## config.mk

```make
export PLATFORM = sky130hd
export DESIGN_NAME = mdu_ctrl_flat
export DESIGN_NICKNAME = d
export VERILOG_FILES = /design/src/rtl/mdu_ctrl_pkg.sv /design/src/rtl/mdu_ctrl_if.sv /design/src/rtl/mdu_div_core.sv /design/src/rtl/mdu_ctrl.sv /design/src/flat_wrapper.sv
export SDC_FILE = /design/constraint.sdc
export NUM_CORES = 2
export LEC_CHECK = 0
export ABC_AREA = 1
export CAP_MARGIN = 20
export CORE_ASPECT_RATIO = 1.4
export CORE_UTILIZATION = 28
export CTS_BUF_LIST = sky130_fd_sc_hd__clkbuf_4 sky130_fd_sc_hd__clkbuf_8 sky130_fd_sc_hd__clkbuf_16
export CTS_CLUSTER_SIZE = 28
export DETAILED_ROUTE_END_ITERATION = 8
export SETUP_SLACK_MARGIN = 0.05
export SYNTH_ARGS = -nofsm -noshare
export SYNTH_HDL_FRONTEND = slang
export SYNTH_HIERARCHICAL = 1
export SYNTH_SLANG_ARGS = --single-unit
export TNS_END_PERCENT = 50
```

## constraint.sdc

```tcl
create_clock -name clk -period 12.1 [get_ports clk]
set_clock_uncertainty 0.1 [all_clocks]
set_input_delay 2.42 -clock clk [delete_from_list [all_inputs] [get_ports clk]]
set_output_delay 2.42 -clock clk [all_outputs]
set_load 0.05 [all_outputs]
```

## src/rtl/mdu_ctrl_pkg.sv

```systemverilog
// Shared types for the HI/LO multiply/divide unit.
// MDU_ACC_EN adds the ACC state used by MADD/MADDU/MSUB/MSUBU.
package mdu_ctrl_pkg;

  localparam int DIV_ITER = 32;
  localparam int CNT_W    = 6;

  typedef enum logic [2:0] {
    OP_MULT  = 3'd0,
    OP_MULTU = 3'd1,
    OP_DIV   = 3'd2,
    OP_DIVU  = 3'd3,
    OP_MADD  = 3'd4,
    OP_MADDU = 3'd5,
    OP_MSUB  = 3'd6,
    OP_MSUBU = 3'd7
  } mdu_op_t;

`ifdef MDU_ACC_EN
  typedef enum logic [2:0] {
    ST_IDLE = 3'd0,
    ST_MUL  = 3'd1,
    ST_DIV  = 3'd2,
    ST_FIX  = 3'd3,
    ST_DONE = 3'd4,
    ST_ACC  = 3'd5
  } mdu_state_t;
`else
  typedef enum logic [2:0] {
    ST_IDLE = 3'd0,
    ST_MUL  = 3'd1,
    ST_DIV  = 3'd2,
    ST_FIX  = 3'd3,
    ST_DONE = 3'd4
  } mdu_state_t;
`endif

  // Even op codes are the signed variants.
  function automatic logic is_signed(input mdu_op_t op);
    return !op[0];
  endfunction

  function automatic logic is_div(input mdu_op_t op);
    return (op == OP_DIV) || (op == OP_DIVU);
  endfunction

  function automatic logic is_acc(input mdu_op_t op);
    return op[2];
  endfunction

  function automatic logic is_sub(input mdu_op_t op);
    return op[2] && op[1];
  endfunction

endpackage

```

## src/rtl/mdu_ctrl_if.sv

```systemverilog
// EX-stage to multiply/divide controller bus.
// Operand, op and HI/LO result signals; MDU_ACC_EN makes hi_i/lo_i live.
interface mdu_ctrl_if;
  import mdu_ctrl_pkg::*;

  // start_i is taken only while the unit is IDLE and cancel_i is low; stall_o
  // is high from that acceptance cycle until the result cycle, result_valid_o
  // pulses once with hi_o/lo_o, and start_i seen while busy_o is high is ignored.
  logic        start_i;
  mdu_op_t     op_i;
  logic [31:0] src_a_i;
  logic [31:0] src_b_i;
  logic [31:0] hi_i;
  logic [31:0] lo_i;
  logic        cancel_i;
  logic        stall_o;
  logic        busy_o;
  logic        result_valid_o;
  logic [31:0] hi_o;
  logic [31:0] lo_o;

  modport master (
    output start_i, op_i, src_a_i, src_b_i, hi_i, lo_i, cancel_i,
    input  stall_o, busy_o, result_valid_o, hi_o, lo_o
  );

  modport slave (
    input  start_i, op_i, src_a_i, src_b_i, hi_i, lo_i, cancel_i,
    output stall_o, busy_o, result_valid_o, hi_o, lo_o
  );

endinterface

```

## src/rtl/mdu_div_core.sv

```systemverilog
// Radix-2 restoring divider datapath: magnitude load, shift/subtract, sign fix.
// Sequenced by mdu_ctrl through i_start / i_iter / i_fix.
module mdu_div_core
  import mdu_ctrl_pkg::*;
(
  input  logic        clk,
  input  logic        rst,
  input  logic        i_start,
  input  logic        i_iter,
  input  logic        i_fix,
  input  logic        i_signed,
  input  logic [31:0] i_a,
  input  logic [31:0] i_b,
  output logic [31:0] o_quo,
  output logic [31:0] o_rem
);

  logic [31:0] r_rem;
  logic [31:0] r_quo;
  logic [31:0] r_div;
  logic        r_neg_q;
  logic        r_neg_r;

  logic        w_a_neg;
  logic        w_b_neg;
  logic [32:0] w_shift;
  logic        w_ge;
  logic [31:0] w_diff;

  assign w_a_neg = i_signed && i_a[31];
  assign w_b_neg = i_signed && i_b[31];

  // Dividend shifts out of r_quo's top while quotient bits enter at the bottom.
  // A zero divisor never borrows, giving all-ones quotient and remainder = |a|.
  assign w_shift = {r_rem, r_quo[31]};
  assign w_ge    = (w_shift >= {1'b0, r_div});
  assign w_diff  = w_shift[31:0] - r_div;

  always_ff @(posedge clk) begin
    if (rst) begin
      r_rem   <= '0;
      r_quo   <= '0;
      r_div   <= '0;
      r_neg_q <= 1'b0;
      r_neg_r <= 1'b0;
    end else if (i_start) begin
      r_rem   <= '0;
      r_quo   <= w_a_neg ? -i_a : i_a;
      r_div   <= w_b_neg ? -i_b : i_b;
      r_neg_q <= w_a_neg ^ w_b_neg;
      r_neg_r <= w_a_neg;
    end else if (i_iter) begin
      if (w_ge) begin
        r_rem <= w_diff;
        r_quo <= {r_quo[30:0], 1'b1};
      end else begin
        r_rem <= w_shift[31:0];
        r_quo <= {r_quo[30:0], 1'b0};
      end
    end
  end

  assign o_quo = (i_fix && r_neg_q) ? -r_quo : r_quo;
  assign o_rem = (i_fix && r_neg_r) ? -r_rem : r_rem;

endmodule

```

## src/rtl/mdu_ctrl.sv

```systemverilog
// HI/LO multiply/divide controller: one-cycle multiply, 32-step divide.
// Define MDU_ACC_EN to add MADD/MADDU/MSUB/MSUBU via an ACC state.
module mdu_ctrl
  import mdu_ctrl_pkg::*;
(
  input  logic       clk,
  input  logic       rst,
  mdu_ctrl_if.slave  bus,
  output mdu_state_t o_dbg_state
);

  mdu_state_t       r_state;
  mdu_state_t       w_next;
  mdu_op_t          r_op;
  logic [31:0]      r_a;
  logic [31:0]      r_b;
  logic [31:0]      r_hi;
  logic [31:0]      r_lo;
  logic [CNT_W-1:0] r_cnt;

  logic        w_op_ok;
  logic        w_accept;
  logic        w_stall;
  logic        w_busy;
  logic        w_valid;
  logic        w_div_start;
  logic        w_div_iter;
  logic        w_div_fix;
  logic [63:0] w_ext_a;
  logic [63:0] w_ext_b;
  logic [63:0] w_prod;
  logic [31:0] w_quo;
  logic [31:0] w_rem;

`ifdef MDU_ACC_EN
  logic [63:0] r_prod;
  assign w_op_ok = 1'b1;
`else
  logic w_unused_acc;
  assign w_unused_acc = ^{bus.hi_i, bus.lo_i};
  // Accumulate codes are not accepted at all, so they behave as no-ops.
  assign w_op_ok = !is_acc(bus.op_i);
`endif

  assign w_accept = (r_state == ST_IDLE) && bus.start_i && !bus.cancel_i && w_op_ok;

  always_ff @(posedge clk) begin
    if (rst) r_state <= ST_IDLE;
    else     r_state <= w_next;
  end

  always_comb begin
    w_next = r_state;
    if (bus.cancel_i) begin
      w_next = ST_IDLE;
    end else begin
      case (r_state)
        ST_IDLE: if (w_accept) w_next = is_div(bus.op_i) ? ST_DIV : ST_MUL;
`ifdef MDU_ACC_EN
        ST_MUL:  w_next = is_acc(r_op) ? ST_ACC : ST_DONE;
        ST_ACC:  w_next = ST_DONE;
`else
        ST_MUL:  w_next = ST_DONE;
`endif
        ST_DIV:  if (r_cnt == CNT_W'(DIV_ITER - 1)) w_next = ST_FIX;
        ST_FIX:  w_next = ST_DONE;
        ST_DONE: w_next = ST_IDLE;
        default: w_next = ST_IDLE;
      endcase
    end
  end

  always_comb begin
    w_stall     = 1'b0;
    w_valid     = 1'b0;
    w_div_start = 1'b0;
    w_div_iter  = 1'b0;
    w_div_fix   = 1'b0;
    w_busy      = (r_state != ST_IDLE) && !rst;
    if (!rst) begin
      case (r_state)
        ST_IDLE: begin
          w_stall     = w_accept;
          w_div_start = w_accept && is_div(bus.op_i);
        end
        ST_MUL:  w_stall = 1'b1;
`ifdef MDU_ACC_EN
        ST_ACC:  w_stall = 1'b1;
`endif
        ST_DIV: begin
          w_stall    = 1'b1;
          w_div_iter = 1'b1;
        end
        ST_FIX: begin
          w_stall   = 1'b1;
          w_div_fix = 1'b1;
        end
        // Stall drops in DONE so EX advances on the HI/LO write edge.
        ST_DONE: w_valid = !bus.cancel_i;
        default: ;
      endcase
    end
  end

  assign w_ext_a = is_signed(r_op) ? {{32{r_a[31]}}, r_a} : {32'b0, r_a};
  assign w_ext_b = is_signed(r_op) ? {{32{r_b[31]}}, r_b} : {32'b0, r_b};
  assign w_prod  = w_ext_a * w_ext_b;

  always_ff @(posedge clk) begin
    if (rst) begin
      r_op  <= OP_MULT;
      r_a   <= '0;
      r_b   <= '0;
      r_hi  <= '0;
      r_lo  <= '0;
      r_cnt <= '0;
`ifdef MDU_ACC_EN
      r_prod <= '0;
`endif
    end else begin
      if (w_accept) begin
        r_op <= bus.op_i;
        r_a  <= bus.src_a_i;
        r_b  <= bus.src_b_i;
      end
      r_cnt <= w_div_iter ? r_cnt + CNT_W'(1) : '0;
      if (!bus.cancel_i) begin
        case (r_state)
`ifdef MDU_ACC_EN
          ST_MUL: begin
            if (is_acc(r_op)) r_prod <= w_prod;
            else              {r_hi, r_lo} <= w_prod;
          end
          ST_ACC: {r_hi, r_lo} <= is_sub(r_op) ? {bus.hi_i, bus.lo_i} - r_prod
                                               : {bus.hi_i, bus.lo_i} + r_prod;
`else
          ST_MUL: {r_hi, r_lo} <= w_prod;
`endif
          ST_FIX: {r_hi, r_lo} <= {w_rem, w_quo};
          default: ;
        endcase
      end
    end
  end

  mdu_div_core u_div (
    .clk      (clk),
    .rst      (rst),
    .i_start  (w_div_start),
    .i_iter   (w_div_iter),
    .i_fix    (w_div_fix),
    .i_signed (is_signed(bus.op_i)),
    .i_a      (bus.src_a_i),
    .i_b      (bus.src_b_i),
    .o_quo    (w_quo),
    .o_rem    (w_rem)
  );

  assign bus.stall_o        = w_stall;
  assign bus.busy_o         = w_busy;
  assign bus.result_valid_o = w_valid;
  assign bus.hi_o           = r_hi;
  assign bus.lo_o           = r_lo;
  assign o_dbg_state        = r_state;

endmodule

```

## src/flat_wrapper.sv

```systemverilog
// flat-port wrapper written by rule: the top's interface ports become plain ports
module mdu_ctrl_flat import mdu_ctrl_pkg::*;
  (clk, rst, o_dbg_state, bus_start_i, bus_op_i, bus_src_a_i, bus_src_b_i, bus_hi_i, bus_lo_i, bus_cancel_i, bus_stall_o, bus_busy_o, bus_result_valid_o, bus_hi_o, bus_lo_o);
  mdu_ctrl_if bus_i ();
  input  logic clk;
  input  logic rst;
  output mdu_state_t o_dbg_state;
  input wire logic [$bits(bus_i.start_i)-1:0] bus_start_i;
  input wire logic [$bits(bus_i.op_i)-1:0] bus_op_i;
  input wire logic [$bits(bus_i.src_a_i)-1:0] bus_src_a_i;
  input wire logic [$bits(bus_i.src_b_i)-1:0] bus_src_b_i;
  input wire logic [$bits(bus_i.hi_i)-1:0] bus_hi_i;
  input wire logic [$bits(bus_i.lo_i)-1:0] bus_lo_i;
  input wire logic [$bits(bus_i.cancel_i)-1:0] bus_cancel_i;
  output wire logic [$bits(bus_i.stall_o)-1:0] bus_stall_o;
  output wire logic [$bits(bus_i.busy_o)-1:0] bus_busy_o;
  output wire logic [$bits(bus_i.result_valid_o)-1:0] bus_result_valid_o;
  output wire logic [$bits(bus_i.hi_o)-1:0] bus_hi_o;
  output wire logic [$bits(bus_i.lo_o)-1:0] bus_lo_o;
  assign bus_i.start_i = bus_start_i;
  assign bus_i.op_i = bus_op_i;
  assign bus_i.src_a_i = bus_src_a_i;
  assign bus_i.src_b_i = bus_src_b_i;
  assign bus_i.hi_i = bus_hi_i;
  assign bus_i.lo_i = bus_lo_i;
  assign bus_i.cancel_i = bus_cancel_i;
  assign bus_stall_o = bus_i.stall_o;
  assign bus_busy_o = bus_i.busy_o;
  assign bus_result_valid_o = bus_i.result_valid_o;
  assign bus_hi_o = bus_i.hi_o;
  assign bus_lo_o = bus_i.lo_o;
  mdu_ctrl u_core (.clk(clk), .rst(rst), .bus(bus_i), .o_dbg_state(o_dbg_state));
endmodule
```

## Yosys cells after proc, flatten, opt, wreduce, memory -nomap -nowiden

Index checks and enable logic that the tools add are counted.

| storage, ports and cells | value |
|---|---|
| output and inout bits | 70 |
| bits in registers | 236 |
| word-level logic and storage cells | 83 |
| input port bits | 135 |

| operators by class | value |
|---|---|
| multiply operators | 1 |
| mux-type cells | 26 |
| reduce and logical (&&, ||, !) cells | 25 |
| bitwise gates (word level) | 3 |
| add/sub/neg operators | 6 |
| eq/ne operators | 9 |
| $lt $le $gt $ge | 1 |

Operators by type and width:

| operator | number |
|---|---|
| 32-bit 2-to-1 mux | 7 |
| 64-bit 2-to-1 mux | 2 |
| 32-bit negator | 4 |
| 32-bit one-hot mux with 2 select lines | 2 |
| 64-bit by 64-bit multiplier with 64-bit output | 1 |
| 33-bit by 32-bit greater-or-equal comparator with 1-bit output | 1 |
| 32-bit subtractor | 1 |
| 3-bit by 2-bit equality test with 1-bit output, second input constant | 4 |
| 1-bit 2-to-1 mux | 10 |
| 1-bit logical AND | 9 |
| 3-bit one-hot mux with 3 select lines | 1 |
| 2-bit OR reduction | 4 |
| 6-bit by 1-bit adder with 6-bit output, second input constant | 1 |
| 6-bit by 5-bit equality test with 1-bit output, second input constant | 1 |
| 3-bit 2-to-1 mux | 2 |
| 1-bit zero test | 4 |
| 2-bit by 1-bit != test with 1-bit output, second input constant | 2 |
| 2-bit AND reduction | 2 |
| 2-bit nonzero test | 2 |
| 3-bit by 1-bit equality test with 1-bit output, second input constant | 1 |
| 3-bit equality test, second input constant | 1 |
| 3-bit zero test | 1 |
| 3-bit nonzero test | 1 |
| 3-bit OR reduction | 1 |
| 5 further kinds | 6 |

## Logic depth before layout (Yosys ltp)

| depth | value |
|---|---|
| depth in word-level cells | 8 |
| gate-level depth with buffers | 41 |

## Modules after synthesis

Netlist, hierarchy kept.

Modules (own cells, without submodules):

| module | area an instance (µm²) | times used | sequential area each (µm²) | cells an instance |
|---|---|---|---|---|
| mdu_ctrl | 55,445.7 | 1 | 2,762.6 | 6,929 |
| mdu_div_core | 10,351.2 | 1 | 1,961.9 | 1,753 |

## Least setup slack after synthesis

OpenSTA, ideal clock, no wires.

| path | value |
|---|---|
| path type | register -> register |
| from | register u_core.r_op[0] |
| to | register u_core.r_hi[29] (netlist: u_core/bus.hi_o[29]) |
| arrival | 8,938 ps |
| setup slack | 2,929 ps |
| period minus slack after synthesis | 9,171 ps |
| library setup time | 132 ps |
| cell stages (with the launch flop) | 32 |
| cell sequence | dfxtp_1 buf_2 buf_1 clkbuf_1 clkbuf_1 nor2_1 fa_1 inv_1 fa_1 inv_1 fa_1 inv_1 fa_1 inv_1 fa_1 fa_1 fa_1 fa_1 fa_1 inv_1 fa_1 inv_1 ha_1 nand2_1 nor2_1 inv_1 nor4_1 a21oi_1 nand2_1 nor2_1 o21ai_1 a21oi_1 |

| on the way | value |
|---|---|
| word-level cells in the longest chain between the ends | 3 |

RTL lines:

| what | RTL line | RTL |
|---|---|---|
| from (decl) | mdu_ctrl.sv:14 | `mdu_op_t r_op;` |
| from (signal assigned) | mdu_ctrl.sv:122 | `r_op <= bus.op_i;` |
| 64-bit 2-to-1 mux, on equally long branches | mdu_ctrl.sv:105, mdu_ctrl.sv:106 |  |
| 64-bit by 64-bit multiplier with 64-bit output (*) | mdu_ctrl.sv:107 | `assign w_prod = w_ext_a * w_ext_b;` |
| 32-bit one-hot mux with 2 select lines (*) | mdu_ctrl.sv:128 | `case (r_state)` |
| to (signal assigned) | mdu_ctrl.sv:137 | `ST_MUL: {r_hi, r_lo} <= w_prod;` |
| to (signal assigned) | mdu_ctrl.sv:139 | `ST_FIX: {r_hi, r_lo} <= {w_rem, w_quo};` |
| to (decl) | mdu_ctrl.sv:17 | `logic [31:0] r_hi;` |

Every way passes the cells marked *; elsewhere a longest branch is shown, timed or not.
A chain may end at the register's enable or synchronous reset.

## Worst setup path after layout

| path | value |
|---|---|
| from | register u_core.r_op[0] |
| to | register u_core.r_hi[31] (netlist: u_core/bus.hi_o[31]) |

The elaborated chain is that of the path after synthesis.

==> run metrics <==
die area 237000 um^2; worst slew pin tran roughly 1.2 ns; largest cells by area after synthesis fa_1, inv_1, nand2_1, dfxtp_1, ha_1; crit path launch type flip-flop; Initial DRC Count between 3000 and 4000; status complete, no violations; ys async rst share 0; Post-Synth Adder-Cell Area 0.498; pin count of the biggest net entering global routing 75; synthesized netlist cell count 8682; TritonCTS clock tree yes; Final nets about 10000; worst vdd ir slightly above 0.00009 V; count of final hold-check violations 0; initial antenna violation count 5; DRC viols 0; Inserted Clock Buffers 26; unrepaired setup endpoints after global routing no; Post-CTS Hold Buffers 0; Seq cells post-synth approximately 240; xor/xnor share of the synthesized area 0.0212; number of global-route vias before repair roughly 57000; setup TNS 0 ns; Mapped Area ~66000 um^2; count leader, synth inv_1; DPL Wire Length approximately 190000 um; final setup fails 0; area delta synth->final 8.23%; CORE AREA 234000 um^2; post-route minimum period a little over 10 ns; slowest CP cell fa_1; R2R setup slack ~1.9 ns; clock net sink count roughly 240; Max Slew Vio Count 0; Final Power 3.77 mW; via count roughly 54000; register area share after synthesis 0.0718; Relative slew margins 0.198; post-synthesis mux area share 0; Hold Path Class flip-flop to flip-flop; CTS HTree Levels 1; syn avg cell area approximately 7.6 um^2; Post-Synth Simple-Gate Area 0.184; CP Class flip-flop to flip-flop; wire per inst between 15 and 20 um; hold path endpoint u_core/r_cnt[0]$_SDFF_PP0_; number of flops mapped to enable cells by yosys 0; crit path buf inv count 8; Routed Antenna Nets 0; Yosys top cell area share 0.432; final wirelength about 230000 um; Reg clk slew, reported paths ~0.080 ns; Hold Path Stages 1; First-pass DRT Iterations 6; Post-CTS Setup Bufs 0; first-pass GRT wire length about 350000 um; worst-path fanout max 12; ranking of synthesized cells by instance count inv_1, nand2_1, fa_1; Reg-to-Reg Start u_core/r_op[0]$_SDFFE_PP0P_; Tcrit/Tclk final 0.843; Synth cell types a little under 70; arrival time of the worst setup path 10.56 ns; CP max stage delay between 0.8 and 0.9 ns; CP dominant cell by count fa_1; Initial Util 0.282; Die H between 500 and 600 um; Cell Pwr Density about 53 nW/um^2; Top-Level Pins a little over 200; Main synth FF type dfxtp_1; largest family of logic cells by synthesized area adder cells; worst r2r dst u_core/bus.hi_o[31]$_SDFFE_PP0P_; FF-to-FF path depth 31; Site Rows between 200 and 250; fraction of layout instances using a drive strength above 1 0.0397; CP delay by family, top adder cells; post-DR vias/cell 4.61; Synth Area in Compound Gates 0.0565; Yosys warnings 6; Max Cap Viol 0; gpl congestion between 0.9 and 1; CP endpoint kind flip-flop; Max clock buf depth 3; critical path required time ~12 ns; Die X 412 um; syn_nets 10600; Buffers on Ports 140; grt ovf 0; f_max between 0.09 and 0.1 GHz; gr usage total 0.194; Worst-Skew Late Latency 0.60 ns; Root Buffer clkbuf_16; Leakage a little under 40 nW; Synth area leader fa_1; Resize count post-CTS 0; Hold Crit Start u_core/r_cnt[0]$_SDFF_PP0_
## cell type report
type	count	area [um^2]
Inverter	2567	9640
Clock buffer	35	743
Tap cell	3074	3850
Multi-Input combinational cell	5509	50000
Fill cell	25100	162000
Sequential cell	236	4730
Clock inverter	12	115
Antenna cell	2	5.00
Timing Repair Buffer	240	2160
## where the power goes
group	switching, mW	internal (mW)
combinational	1.43	0.659
clock	0.394	0.456
sequential	0.0423	0.796
total	1.86	1.91
## per-layer routing
metal / wire, um / track usage / vias to the layer above
met2: 117000 / 0.357 / 1829
li1: - / - / 24500
met4: 21500 / 0.147 / 2
met1: 77200 / 0.201 / 26800
met3: 11600 / 0.0188 / 683
met5: 15 / 0 / -
## kinds of logic (layout without fill, tap and decap cells)
logic type               Yosys count  count (layout)
buffers and inverters           2937            2854
flip-flops                       236             236
other                              0               2
AND/OR/NAND/NOR                 2934            2934
AO/OA/AOI/OAI                    651             651
adder cells (fa/ha/maj)         1765            1765
XOR/XNOR                         159             159
## stage by stage
stage               hold slack (ns)  instances   util  instance area, um^2  setup WS, ns
finish                        0.352      11700  0.305                71200          1.90
global route                  0.381      11700  0.305                71200          1.38
CTS                           0.353      11700  0.305                71200          1.95
detailed placement            0.339      11600  0.301                70300          1.96
global placement              0.334      11600  0.301                70300          1.96
floorplan                     0.318       8682      -                65800          2.93
## sequential cells by signal, indices dropped and copies added, names as in the netlist
| signal | flops |
|---|---|
| u_core/r_op | 1 |
| u_core/o_dbg_state | 3 |
| u_core/u_div/r_quo | 32 |
| u_core/u_div/r_rem | 32 |
| u_core/u_div/r_neg_q | 1 |
| u_core/u_div/r_neg_r | 1 |
| u_core/bus.hi_o | 32 |
| u_core/r_b | 32 |
| u_core/bus.lo_o | 32 |
| u_core/r_cnt | 6 |
| u_core/u_div/r_div | 32 |
| u_core/r_a | 32 |
## worst max-delay path by stage
| stage | from | to | slack, ns | cells past startpoint |
|---|---|---|---|---|
| floorplan | u_core/r_op[0]$_SDFFE_PP0P_ | u_core/bus.hi_o[29]$_SDFFE_PP0P_ | 2.93 | 31 |
| global placement | u_core/r_op[0]$_SDFFE_PP0P_ | u_core/bus.hi_o[31]$_SDFFE_PP0P_ | 1.96 | 31 |
| detailed placement | u_core/r_a[31]$_SDFFE_PP0P_ | u_core/bus.hi_o[31]$_SDFFE_PP0P_ | 1.96 | 33 |
| CTS | u_core/r_a[31]$_SDFFE_PP0P_ | u_core/bus.hi_o[31]$_SDFFE_PP0P_ | 1.95 | 33 |
| global route | u_core/r_a[31]$_SDFFE_PP0P_ | u_core/bus.hi_o[31]$_SDFFE_PP0P_ | 1.38 | 33 |
| finish | u_core/r_op[0]$_SDFFE_PP0P_ | u_core/bus.hi_o[31]$_SDFFE_PP0P_ | 1.90 | 31 |
## layout by cell type, fill, tap and decap left out, drive strengths merged, types with 16 or more instances in the layout
master,netlist,routed
nand4,32,32
o21ai,273,273
o22ai,17,17
nand3b,22,22
buf,33,101
o211ai,19,19
dfxtp,236,236
nor3,42,42
xnor2,35,35
clkdlybuf4s50,0,139
o21bai,25,25
fa,1420,1420
clkbuf,337,35
nand3,235,235
xor2,124,124
ha,345,345
nor2,622,622
nand2,1949,1949
a31oi,16,16
inv,2566,2566
a21oi,265,265
(Power assumes the default switching activity.)
